===== config.mk =====
export PLATFORM = sky130hd
export DESIGN_NAME = vx_tcu_csr_tile_buf_flat
export DESIGN_NICKNAME = d
export VERILOG_FILES = /design/src/rtl/vx_tcu_csr_tile_buf_if.sv /design/src/rtl/vx_tcu_csr_tile_buf.sv /design/src/flat_wrapper.sv
export SDC_FILE = /design/constraint.sdc
export NUM_CORES = 1
export LEC_CHECK = 0
export CORE_UTILIZATION = 30
export CTS_BUF_LIST = sky130_fd_sc_hd__clkbuf_8
export DETAILED_ROUTE_END_ITERATION = 8
export DONT_BUFFER_PORTS = 1
export PLACE_DENSITY = 0.56
export SETUP_SLACK_MARGIN = 0.3
export SLEW_MARGIN = 10
export SYNTH_ARGS = -nofsm -noshare
export SYNTH_HDL_FRONTEND = slang
export SYNTH_SLANG_ARGS = --single-unit
export TNS_END_PERCENT = 1

===== constraint.sdc =====
create_clock -name clk -period 3.1 [get_ports clk]
set_input_delay 0.465 -clock clk [delete_from_list [all_inputs] [get_ports clk]]
set_output_delay 0.465 -clock clk [all_outputs]
set_load 0.05 [all_outputs]

===== src/rtl/vx_tcu_csr_tile_buf_if.sv =====
// Bundle of the fill, read, write and drain handshakes between the tile buffer
// and its clients (LSU load/store path and TCU controller).
interface vx_tcu_csr_tile_buf_if #(
  parameter int TILE_ELEMS = 4,
  parameter int DATAW      = 32
);
  localparam int IDXW = (TILE_ELEMS > 1) ? $clog2(TILE_ELEMS) : 1;

  // valid/ready: a transfer happens on a rising clk edge where both are 1;
  // the source holds its payload stable while valid=1 and ready=0.
  logic             fill_valid;
  logic             fill_ready;
  logic             fill_sel;
  logic [IDXW-1:0]  fill_idx;
  logic [DATAW-1:0] fill_data;
  logic             ab_loaded;

  logic             read_enable;
  logic             read_valid;
  logic [DATAW-1:0] read_data_a;
  logic [DATAW-1:0] read_data_b;
  logic             read_last;

  logic             write_enable;
  logic [DATAW-1:0] write_data;
  logic             write_done;

  logic             drain_valid;
  logic             drain_ready;
  logic [DATAW-1:0] drain_data;
  logic             drain_last;

  logic             tile_busy;

  modport master (
    output fill_valid, fill_sel, fill_idx, fill_data,
    output read_enable, write_enable, write_data, drain_ready,
    input  fill_ready, ab_loaded, read_valid, read_data_a, read_data_b, read_last,
    input  write_done, drain_valid, drain_data, drain_last, tile_busy
  );

  modport slave (
    input  fill_valid, fill_sel, fill_idx, fill_data,
    input  read_enable, write_enable, write_data, drain_ready,
    output fill_ready, ab_loaded, read_valid, read_data_a, read_data_b, read_last,
    output write_done, drain_valid, drain_data, drain_last, tile_busy
  );
endinterface


===== src/rtl/vx_tcu_csr_tile_buf.sv =====
// Single A/B operand tile plus C result tile for the tensor core: filled from LSU
// loads, streamed to the TCU, refilled with C results, then drained to the store path.
module vx_tcu_csr_tile_buf #(
  parameter int TILE_ELEMS = 4,
  parameter int DATAW      = 32
) (
  input  logic                    clk,
  input  logic                    reset,
  vx_tcu_csr_tile_buf_if.slave    bus,
  output logic [1:0]              dbg_state
);
  localparam int IDXW = (TILE_ELEMS > 1) ? $clog2(TILE_ELEMS) : 1;
  localparam logic [IDXW-1:0] LAST_IDX = IDXW'(TILE_ELEMS - 1);

  typedef enum logic [1:0] {
    S_FILL  = 2'd0,
    S_READ  = 2'd1,
    S_WRITE = 2'd2,
    S_DRAIN = 2'd3
  } state_t;

  state_t           state;
  logic [TILE_ELEMS-1:0] a_vld, b_vld, a_vld_nxt, b_vld_nxt;
  logic [IDXW-1:0]  rd_ptr, wr_ptr, dr_ptr;
  logic [DATAW-1:0] tile_a [TILE_ELEMS];
  logic [DATAW-1:0] tile_b [TILE_ELEMS];
  logic [DATAW-1:0] tile_c [TILE_ELEMS];

  logic             fill_rdy_q, ab_loaded_q, rd_valid_q, rd_last_q, wr_done_q;
  logic [DATAW-1:0] rd_a_q, rd_b_q;
  logic             fill_fire, rd_fire, wr_fire, dr_fire;

  assign fill_fire = bus.fill_valid & fill_rdy_q;
  assign rd_fire   = (state == S_READ)  & bus.read_enable;
  assign wr_fire   = (state == S_WRITE) & bus.write_enable;
  assign dr_fire   = (state == S_DRAIN) & bus.drain_ready;

  always_comb begin
    a_vld_nxt = a_vld;
    b_vld_nxt = b_vld;
    if (fill_fire) begin
      if (bus.fill_sel) b_vld_nxt[bus.fill_idx] = 1'b1;
      else              a_vld_nxt[bus.fill_idx] = 1'b1;
    end
  end

  // Tile storage carries no reset; validity is tracked by the vld bits.
  always_ff @(posedge clk) begin
    if (fill_fire) begin
      if (bus.fill_sel) tile_b[bus.fill_idx] <= bus.fill_data;
      else              tile_a[bus.fill_idx] <= bus.fill_data;
    end
    if (wr_fire) tile_c[wr_ptr] <= bus.write_data;
  end

  always_ff @(posedge clk or negedge reset) begin
    if (!reset) begin
      state       <= S_FILL;
      a_vld       <= '0;
      b_vld       <= '0;
      rd_ptr      <= '0;
      wr_ptr      <= '0;
      dr_ptr      <= '0;
      fill_rdy_q  <= 1'b0;
      ab_loaded_q <= 1'b0;
      rd_valid_q  <= 1'b0;
      rd_last_q   <= 1'b0;
      wr_done_q   <= 1'b0;
      rd_a_q      <= '0;
      rd_b_q      <= '0;
    end else begin
      rd_valid_q <= 1'b0;
      rd_last_q  <= 1'b0;
      wr_done_q  <= 1'b0;
      fill_rdy_q <= (state == S_FILL);
      case (state)
        S_FILL: begin
          a_vld <= a_vld_nxt;
          b_vld <= b_vld_nxt;
          if (fill_fire && (&a_vld_nxt) && (&b_vld_nxt)) begin
            state       <= S_READ;
            ab_loaded_q <= 1'b1;
            fill_rdy_q  <= 1'b0;
          end
        end
        S_READ: begin
          if (rd_fire) begin
            rd_valid_q <= 1'b1;
            rd_a_q     <= tile_a[rd_ptr];
            rd_b_q     <= tile_b[rd_ptr];
            rd_last_q  <= (rd_ptr == LAST_IDX);
            rd_ptr     <= rd_ptr + IDXW'(1);
            if (rd_ptr == LAST_IDX) state <= S_WRITE;
          end
        end
        S_WRITE: begin
          if (wr_fire) begin
            wr_ptr <= wr_ptr + IDXW'(1);
            if (wr_ptr == LAST_IDX) begin
              wr_done_q <= 1'b1;
              state     <= S_DRAIN;
            end
          end
        end
        S_DRAIN: begin
          if (dr_fire) begin
            dr_ptr <= dr_ptr + IDXW'(1);
            // Last store hand-off recycles the buffer for the next tile.
            if (dr_ptr == LAST_IDX) begin
              state       <= S_FILL;
              fill_rdy_q  <= 1'b1;
              a_vld       <= '0;
              b_vld       <= '0;
              rd_ptr      <= '0;
              wr_ptr      <= '0;
              dr_ptr      <= '0;
              ab_loaded_q <= 1'b0;
            end
          end
        end
        default: state <= S_FILL;
      endcase
    end
  end

  assign bus.fill_ready  = fill_rdy_q;
  assign bus.ab_loaded   = ab_loaded_q;
  assign bus.read_valid  = rd_valid_q;
  assign bus.read_data_a = rd_a_q;
  assign bus.read_data_b = rd_b_q;
  assign bus.read_last   = rd_last_q;
  assign bus.write_done  = wr_done_q;
  assign bus.drain_valid = (state == S_DRAIN);
  assign bus.drain_data  = (state == S_DRAIN) ? tile_c[dr_ptr] : '0;
  assign bus.drain_last  = (state == S_DRAIN) && (dr_ptr == LAST_IDX);
  assign bus.tile_busy   = (state != S_FILL);
  assign dbg_state       = state;
endmodule


===== src/flat_wrapper.sv =====
// flat-port wrapper written by rule: the top's interface ports become plain ports
module vx_tcu_csr_tile_buf_flat 
#(
  parameter int TILE_ELEMS = 4,
  parameter int DATAW      = 32
)
  (clk, reset, dbg_state, bus_fill_valid, bus_fill_sel, bus_fill_idx, bus_fill_data, bus_read_enable, bus_write_enable, bus_write_data, bus_drain_ready, bus_fill_ready, bus_ab_loaded, bus_read_valid, bus_read_data_a, bus_read_data_b, bus_read_last, bus_write_done, bus_drain_valid, bus_drain_data, bus_drain_last, bus_tile_busy);
  vx_tcu_csr_tile_buf_if #(.TILE_ELEMS(TILE_ELEMS), .DATAW(DATAW)) bus_i ();
  input  logic clk;
  input  logic reset;
  output logic [1:0] dbg_state;
  input wire logic [$bits(bus_i.fill_valid)-1:0] bus_fill_valid;
  input wire logic [$bits(bus_i.fill_sel)-1:0] bus_fill_sel;
  input wire logic [$bits(bus_i.fill_idx)-1:0] bus_fill_idx;
  input wire logic [$bits(bus_i.fill_data)-1:0] bus_fill_data;
  input wire logic [$bits(bus_i.read_enable)-1:0] bus_read_enable;
  input wire logic [$bits(bus_i.write_enable)-1:0] bus_write_enable;
  input wire logic [$bits(bus_i.write_data)-1:0] bus_write_data;
  input wire logic [$bits(bus_i.drain_ready)-1:0] bus_drain_ready;
  output wire logic [$bits(bus_i.fill_ready)-1:0] bus_fill_ready;
  output wire logic [$bits(bus_i.ab_loaded)-1:0] bus_ab_loaded;
  output wire logic [$bits(bus_i.read_valid)-1:0] bus_read_valid;
  output wire logic [$bits(bus_i.read_data_a)-1:0] bus_read_data_a;
  output wire logic [$bits(bus_i.read_data_b)-1:0] bus_read_data_b;
  output wire logic [$bits(bus_i.read_last)-1:0] bus_read_last;
  output wire logic [$bits(bus_i.write_done)-1:0] bus_write_done;
  output wire logic [$bits(bus_i.drain_valid)-1:0] bus_drain_valid;
  output wire logic [$bits(bus_i.drain_data)-1:0] bus_drain_data;
  output wire logic [$bits(bus_i.drain_last)-1:0] bus_drain_last;
  output wire logic [$bits(bus_i.tile_busy)-1:0] bus_tile_busy;
  assign bus_i.fill_valid = bus_fill_valid;
  assign bus_i.fill_sel = bus_fill_sel;
  assign bus_i.fill_idx = bus_fill_idx;
  assign bus_i.fill_data = bus_fill_data;
  assign bus_i.read_enable = bus_read_enable;
  assign bus_i.write_enable = bus_write_enable;
  assign bus_i.write_data = bus_write_data;
  assign bus_i.drain_ready = bus_drain_ready;
  assign bus_fill_ready = bus_i.fill_ready;
  assign bus_ab_loaded = bus_i.ab_loaded;
  assign bus_read_valid = bus_i.read_valid;
  assign bus_read_data_a = bus_i.read_data_a;
  assign bus_read_data_b = bus_i.read_data_b;
  assign bus_read_last = bus_i.read_last;
  assign bus_write_done = bus_i.write_done;
  assign bus_drain_valid = bus_i.drain_valid;
  assign bus_drain_data = bus_i.drain_data;
  assign bus_drain_last = bus_i.drain_last;
  assign bus_tile_busy = bus_i.tile_busy;
  vx_tcu_csr_tile_buf #(.TILE_ELEMS(TILE_ELEMS), .DATAW(DATAW)) u_core (.clk(clk), .reset(reset), .bus(bus_i), .dbg_state(dbg_state));
endmodule

-- Yosys cells after proc, flatten, opt, wreduce, memory -nomap -nowiden
Memories as Yosys holds them, arrays and structs flattened. A register that Yosys moved wholly into a read port is not among the register bits.
Cells that the tools add are included.
- eq/ne operators: 13
- add/subtract/negate cells: 3
- reductions and logical operators: 20
- bitwise gates (word level): 6
- order comparisons: 2
- multiplexer cells: 47
- operators by type and width (kind ; count):
    2-to-1 mux 32 bit ; 1
    2-to-1 mux 4 bit ; 6
    2-to-1 mux 1 bit ; 22
    2-to-1 mux 2 bit ; 10
    AND reduction 4 bit ; 5
    case mux 4 bit (2 select lines) ; 2
    equality test 2 bit, second input constant ; 5
    != test 2 x 1 -> 1 bit, second input constant ; 4
    bitwise OR 4 bit ; 2
    case mux 2 bit (2 select lines) ; 2
    case mux 2 bit (4 select lines) ; 1
    nonzero test 2 bit ; 4
    AND reduction 7 bit ; 1
    adder 2 x 1 -> 2 bit, second input constant ; 3
    != test 2 bit, second input constant ; 3
    bitwise AND 1 bit ; 4
    logical AND 1 bit ; 4
    case mux 1 bit (2 select lines) ; 2
    AND reduction 2 bit ; 2
    < comparator 2 x 3 -> 1 bit, second input constant ; 1
    AND reduction 3 bit ; 1
    demux 1 bit (select 2 bit) ; 1
    equality test 2 x 1 -> 1 bit, second input constant ; 1
    greater-or-equal comparator 2 x 1 -> 1 bit, second input constant ; 1
    2 further kinds ; 3
- input bits: 73
- bits in registers: 21
- RAM bits: 384
- logic and storage cells: 105
- output and inout port bits: 106
- memories: 3
- memory list (memory ; words ; bits a word ; rd ports ; clocked after memory_dff ; write ports ; line ; source):
    u_core.tile_a ; 4 ; 32 ; 1 ; 1 ; 1 ; vx_tcu_csr_tile_buf.sv:25 ; logic [DATAW-1:0] tile_a [TILE_ELEMS];
    u_core.tile_b ; 4 ; 32 ; 1 ; 1 ; 1 ; vx_tcu_csr_tile_buf.sv:26 ; logic [DATAW-1:0] tile_b [TILE_ELEMS];
    u_core.tile_c ; 4 ; 32 ; 1 ; 0 ; 1 ; vx_tcu_csr_tile_buf.sv:27 ; logic [DATAW-1:0] tile_c [TILE_ELEMS];

-- Logic depth before layout (Yosys ltp)
- word-level depth: 12
- depth in mapped cells: 8
- depth with buffers taken out: 6

-- Worst setup path after synthesis
No wires, ideal clock.
- path kind: register -> register
- from: register u_core.fill_rdy_q (netlist: u_core.bus.fill_ready)
- to: memory u_core.tile_b[0][0], enable pin
- period minus slack after synthesis: 3652 ps
- data required time: 2637 ps
- arrival: 3188 ps
- path slack: -552 ps
- path buffers: 0
- cell stages (with the launch flop): 3
- setup time: 463 ps
- path through: dfrtp_1 -> nand3_2 -> nor3_1
- cells in the longest elaborated chain, start to end: 3
- ends and longest elaborated chain (what ; line ; source):
    start: declaration ; vx_tcu_csr_tile_buf.sv:29 ; logic fill_rdy_q, ab_loaded_q, rd_valid_q, rd_last_q, wr_done_q;
    start signal: assignment ; vx_tcu_csr_tile_buf.sv:75 ; fill_rdy_q <= (state == S_FILL);
    bitwise AND 1 bit ; vx_tcu_csr_tile_buf.sv:33 ; assign fill_fire = bus.fill_valid & fill_rdy_q;
    2-to-1 mux 1 bit ; vx_tcu_csr_tile_buf.sv:49 ; if (fill_fire) begin
    2-to-1 mux 1 bit (implied by the code) ; vx_tcu_csr_tile_buf.sv:50 ; if (bus.fill_sel) tile_b[bus.fill_idx] <= bus.fill_data;
    end: declaration ; vx_tcu_csr_tile_buf.sv:26 ;
Every way passes these cells.

-- Final worst setup path
- from: register u_core.dr_ptr[0]
- to: output bus_drain_data[24]
- cells in the longest elaborated chain, start to end: 2
- ends and longest elaborated chain (what ; line ; source):
    start: declaration ; vx_tcu_csr_tile_buf.sv:24 ; logic [IDXW-1:0] rd_ptr, wr_ptr, dr_ptr;
    start signal: assignment ; vx_tcu_csr_tile_buf.sv:107 ; dr_ptr <= dr_ptr + IDXW'(1);
    memory read (4 x 32 bit) ; n/a ;
    2-to-1 mux 32 bit ; vx_tcu_csr_tile_buf.sv:134 ; assign bus.drain_data = (state == S_DRAIN) ? tile_c[dr_ptr] : '0;
    end: declaration ; flat_wrapper.sv:28 ; output wire logic [$bits(bus_i.drain_data)-1:0] bus_drain_data;
Every way passes these cells.

==> summary.md <==
| Metric | Value |
|---|---|
| Post-Synthesis Cell Area | 0.0177 mm² |
| Seq cells post-synth | 469 |
| Mapped Avg Cell Area | 21.9 µm² |
| Crit. End Element | primary output |
| Core ar. | 0.0579 mm² |
| Place WS | 660 ps |
| Status | complete, no violations |
| Max clock buf depth | 3 |
| Final net count | 1037 |
| M1 WL | 16.3 mm |
| Largest net degree at the start of global routing | 86 |
| Worst R2R End | u_core.dbg_state[1] |
| Worst EP arrival | 2190 ps |
| Routed WL | 38.4 mm |
| Setup slack after layout | 441 ps |
| Commonest non-fill, non-tap cell in the layout | edfxtp_1 |
| RSZ-0062 raised after global routing | false |
| Top-area cell type share of the netlist area | 65.3% |
| CTS clk-pin slew, worst paths | 50 ps |
| Via count | 8250 |
| # setup viols final | 0 |
| Worst-skew pair later-pin latency | 680 ps |
| Slowest stage delay, CP | 530 ps |
| Post-Layout Cell Count | 1784 |
| PortBufs | 0 |
| Worst VDD drop | 0.000538 V |
| Clk sink count | 469 |
| Layout Area Growth over Synthesis | 20.2% |
| Worst-margin pin slew | 671 ps |
| Critical-path cell list | buf_4 -> mux4_2 -> and2_1 -> buf_4 |
| I/O pin total | 179 |
| Register area share after synthesis | 77.3% |
| WL/cell | 21.5 µm |
| Met3 WL | 2.57 mm |
| Most frequent cells in the layout | edfxtp_1, mux4_2, clkbuf_8, dfrtp_1, dlygate4sd3_1 |
| F_max | 376 MHz |
| First-pass GRT wire length | 58.5 mm |
| Reg2reg start | u_core.dr_ptr[0] |
| Fraction of registers with async set/reset | 18.1% |
| Root Buffer | clkbuf_8 |
| YS warnings | 0 |
| Top layer in use | met5 |
| CP required | 2630 ps |
| GRT Resource Usage Total | 13.2% |
| Final GP Congestion | 0.675 |
| Multi-input logic area | 0.00389 mm² |
| Dpl cells | 1563 |
| DIE AREA | 0.0599 mm² |
| Slowest cell on the critical path | mux4_2 |
| CP Capture Point | bus_drain_data[24] |
| Number of flops mapped to enable cells by yosys | 384 |
| Detail Placement HPWL | 21.4 mm |
| CTS tree | yes |
| Vias per inst | 4.62 |
| Fillers | 5443 |
| Main flop type after synthesis | edfxtp_1 |
| WL met2 | 18.6 mm |
| Initial Utilization | 30.5% |
| Number of global-route vias before repair | 9292 |
| Setup TNS | 0 ps |
| Power Density | 927 mW/mm² |
| Synth unique cells | 42 |
| Leading area contributor after synthesis | edfxtp_1 |
| Layout cells sized above 1 | 35.4% |
| Worst clock skew | 55.1 ps |
| Reg2Reg Setup Slack | 870 ps |
| Final Hold Viols | 0 |
| Post-synth net total | 891 |
| Pre-antenna DRT Iters | 4 |
| Final antenna-violating net count | 0 |
| Critical path peak fanout | 6 |
| Num CTS Buffers | 80 |
| Initial antenna violation count | 1 |
| WS Path Type | register to primary output |
| Worst hold stages | 3 |
| Relative max-transition margin | 55.2% |
| Fin crit period | 2660 ps |
| Drt drc | 0 |
| Slew Viols, Final | 0 |
| Max Cap Viol | 0 |
| CP Launch Type | register |
| Die X | 245 µm |
| Most used cell, CP | buf_4 |
| Rows | 88 |
| Tcrit/Tclk final | 85.8% |
| Leakage | 7.17 nW |
| Synth area leaders | edfxtp_1, mux4_2, dfrtp_1 |
| FF/Latch Area | 0.0137 mm² |
| Hold Path Class | input pin to register |
| GR Overflow Total | 0 |
| Antenna Cells | 0 |
| Iter 0 DRT Violations | 367 |
| Syn Inst Count | 807 |
| Height of the die | 245 µm |
| Tot Pwr | 19.7 mW |
| Worst reg2reg path depth | 7 |
| CP Launch Point | u_core.dr_ptr[0] |
| H-Tree Depth | 3 |
registers in the layout (all words and copies together) (netlist names):
name                    flops
u_core.tile_c             128
u_core.dr_ptr               2
u_core.bus.read_data_a     32
u_core.bus.fill_ready       1
u_core.bus.ab_loaded        1
u_core.dbg_state            2
u_core.wr_ptr               2
u_core.rd_ptr               2
u_core.b_vld                4
u_core.tile_a             128
u_core.bus.write_done       1
u_core.bus.read_valid       1
u_core.bus.read_data_b     32
u_core.a_vld                4
u_core.bus.read_last        1
u_core.tile_b             128
report_power, final:
part,leakage (nW),switching [mW],internal [mW]
registers,4.48,2.14,7.55
logic,1.79,2.42,2.05
clock network,0.901,2.58,2.94
total,7.17,7.14,12.5
worst max-delay path, delay by kind of cell (launching register included):
kind / cells / cell delay [ps]
buffers and inverters: 2 / 380
flip-flops: 1 / 440
multiplexers: 1 / 530
AND/OR/NAND/NOR: 1 / 200
cell type report:
type                    count  area share, %
clock buffers              89           5.77
clock inverters            59           1.78
inverters                   9          0.159
multi-input cells         290           18.3
flip-flops and latches    469           64.4
well taps                 765           4.51
repair buffers            103           5.07
cell usage after synthesis, types with 2 or more instances:
cell,count
nor2_1,10
and3_1,9
and2_1,34
edfxtp_1,384
o21bai_1,2
a21oi_1,15
mux4_2,96
ha_1,11
buf_4,4
buf_1,4
mux2i_1,3
dfrtp_1,85
inv_1,9
buf_6,2
a22o_1,2
nor3b_1,2
o21ai_0,6
mux2_2,65
clkbuf_1,16
a22oi_1,2
buf_2,13
nor3_1,4
nand2_1,10
stage by stage:
| step | instance area, µm² | hold WS, ps | utilization (%) |
|---|---|---|---|
| 2_1_floorplan | 17700 | 169 | - |
| 3_3_place_gp | 18800 | 172 | 32.5 |
| 3_5_place_dp | 18800 | 172 | 32.5 |
| 4_1_cts | 21200 | 42.4 | 36.7 |
| 5_1_grt | 21200 | 98.9 | 36.7 |
| 6_report | 21200 | 121 | 36.7 |
timing repair:
action | CTS | global route
setup endpoints to repair | 35 | 1
hold buffers | 71 | 0
buffers inserted | 2 | 0
endpoints found under the hold margin | 475 | 0
gates resized for setup | 34 | 1
per-layer routing:
metal	vias up	track usage (%)
met5	-	0
met4	2	4.69
met3	79	4.50
met2	235	21.5
met1	4359	16.4
li1	3575	-
worst min-delay path by stage:
stage | from | endpoint | slack (ps)
floorplan | reset | u_core.a_vld[0] | 170
global placement | reset | u_core.bus.read_data_b[15] | 170
detailed placement | reset | u_core.bus.read_data_b[15] | 170
CTS | bus_drain_ready | u_core.bus.fill_ready | 40
global route | bus_drain_ready | u_core.bus.fill_ready | 100
finish | bus_read_enable | u_core.rd_ptr[1] | 120
kinds of logic (layout without fill, tap and decap cells):
kind of cell,count (synthesis),in the layout,synth area share (%)
compound gates,37,37,1.37
fa+ha+maj,11,11,0.779
buf+inv,48,260,1.28
flops,469,469,77.3
mux,165,165,16.6
simple gates,77,77,2.61
Note: power is estimated with default switching activity, not from simulation.
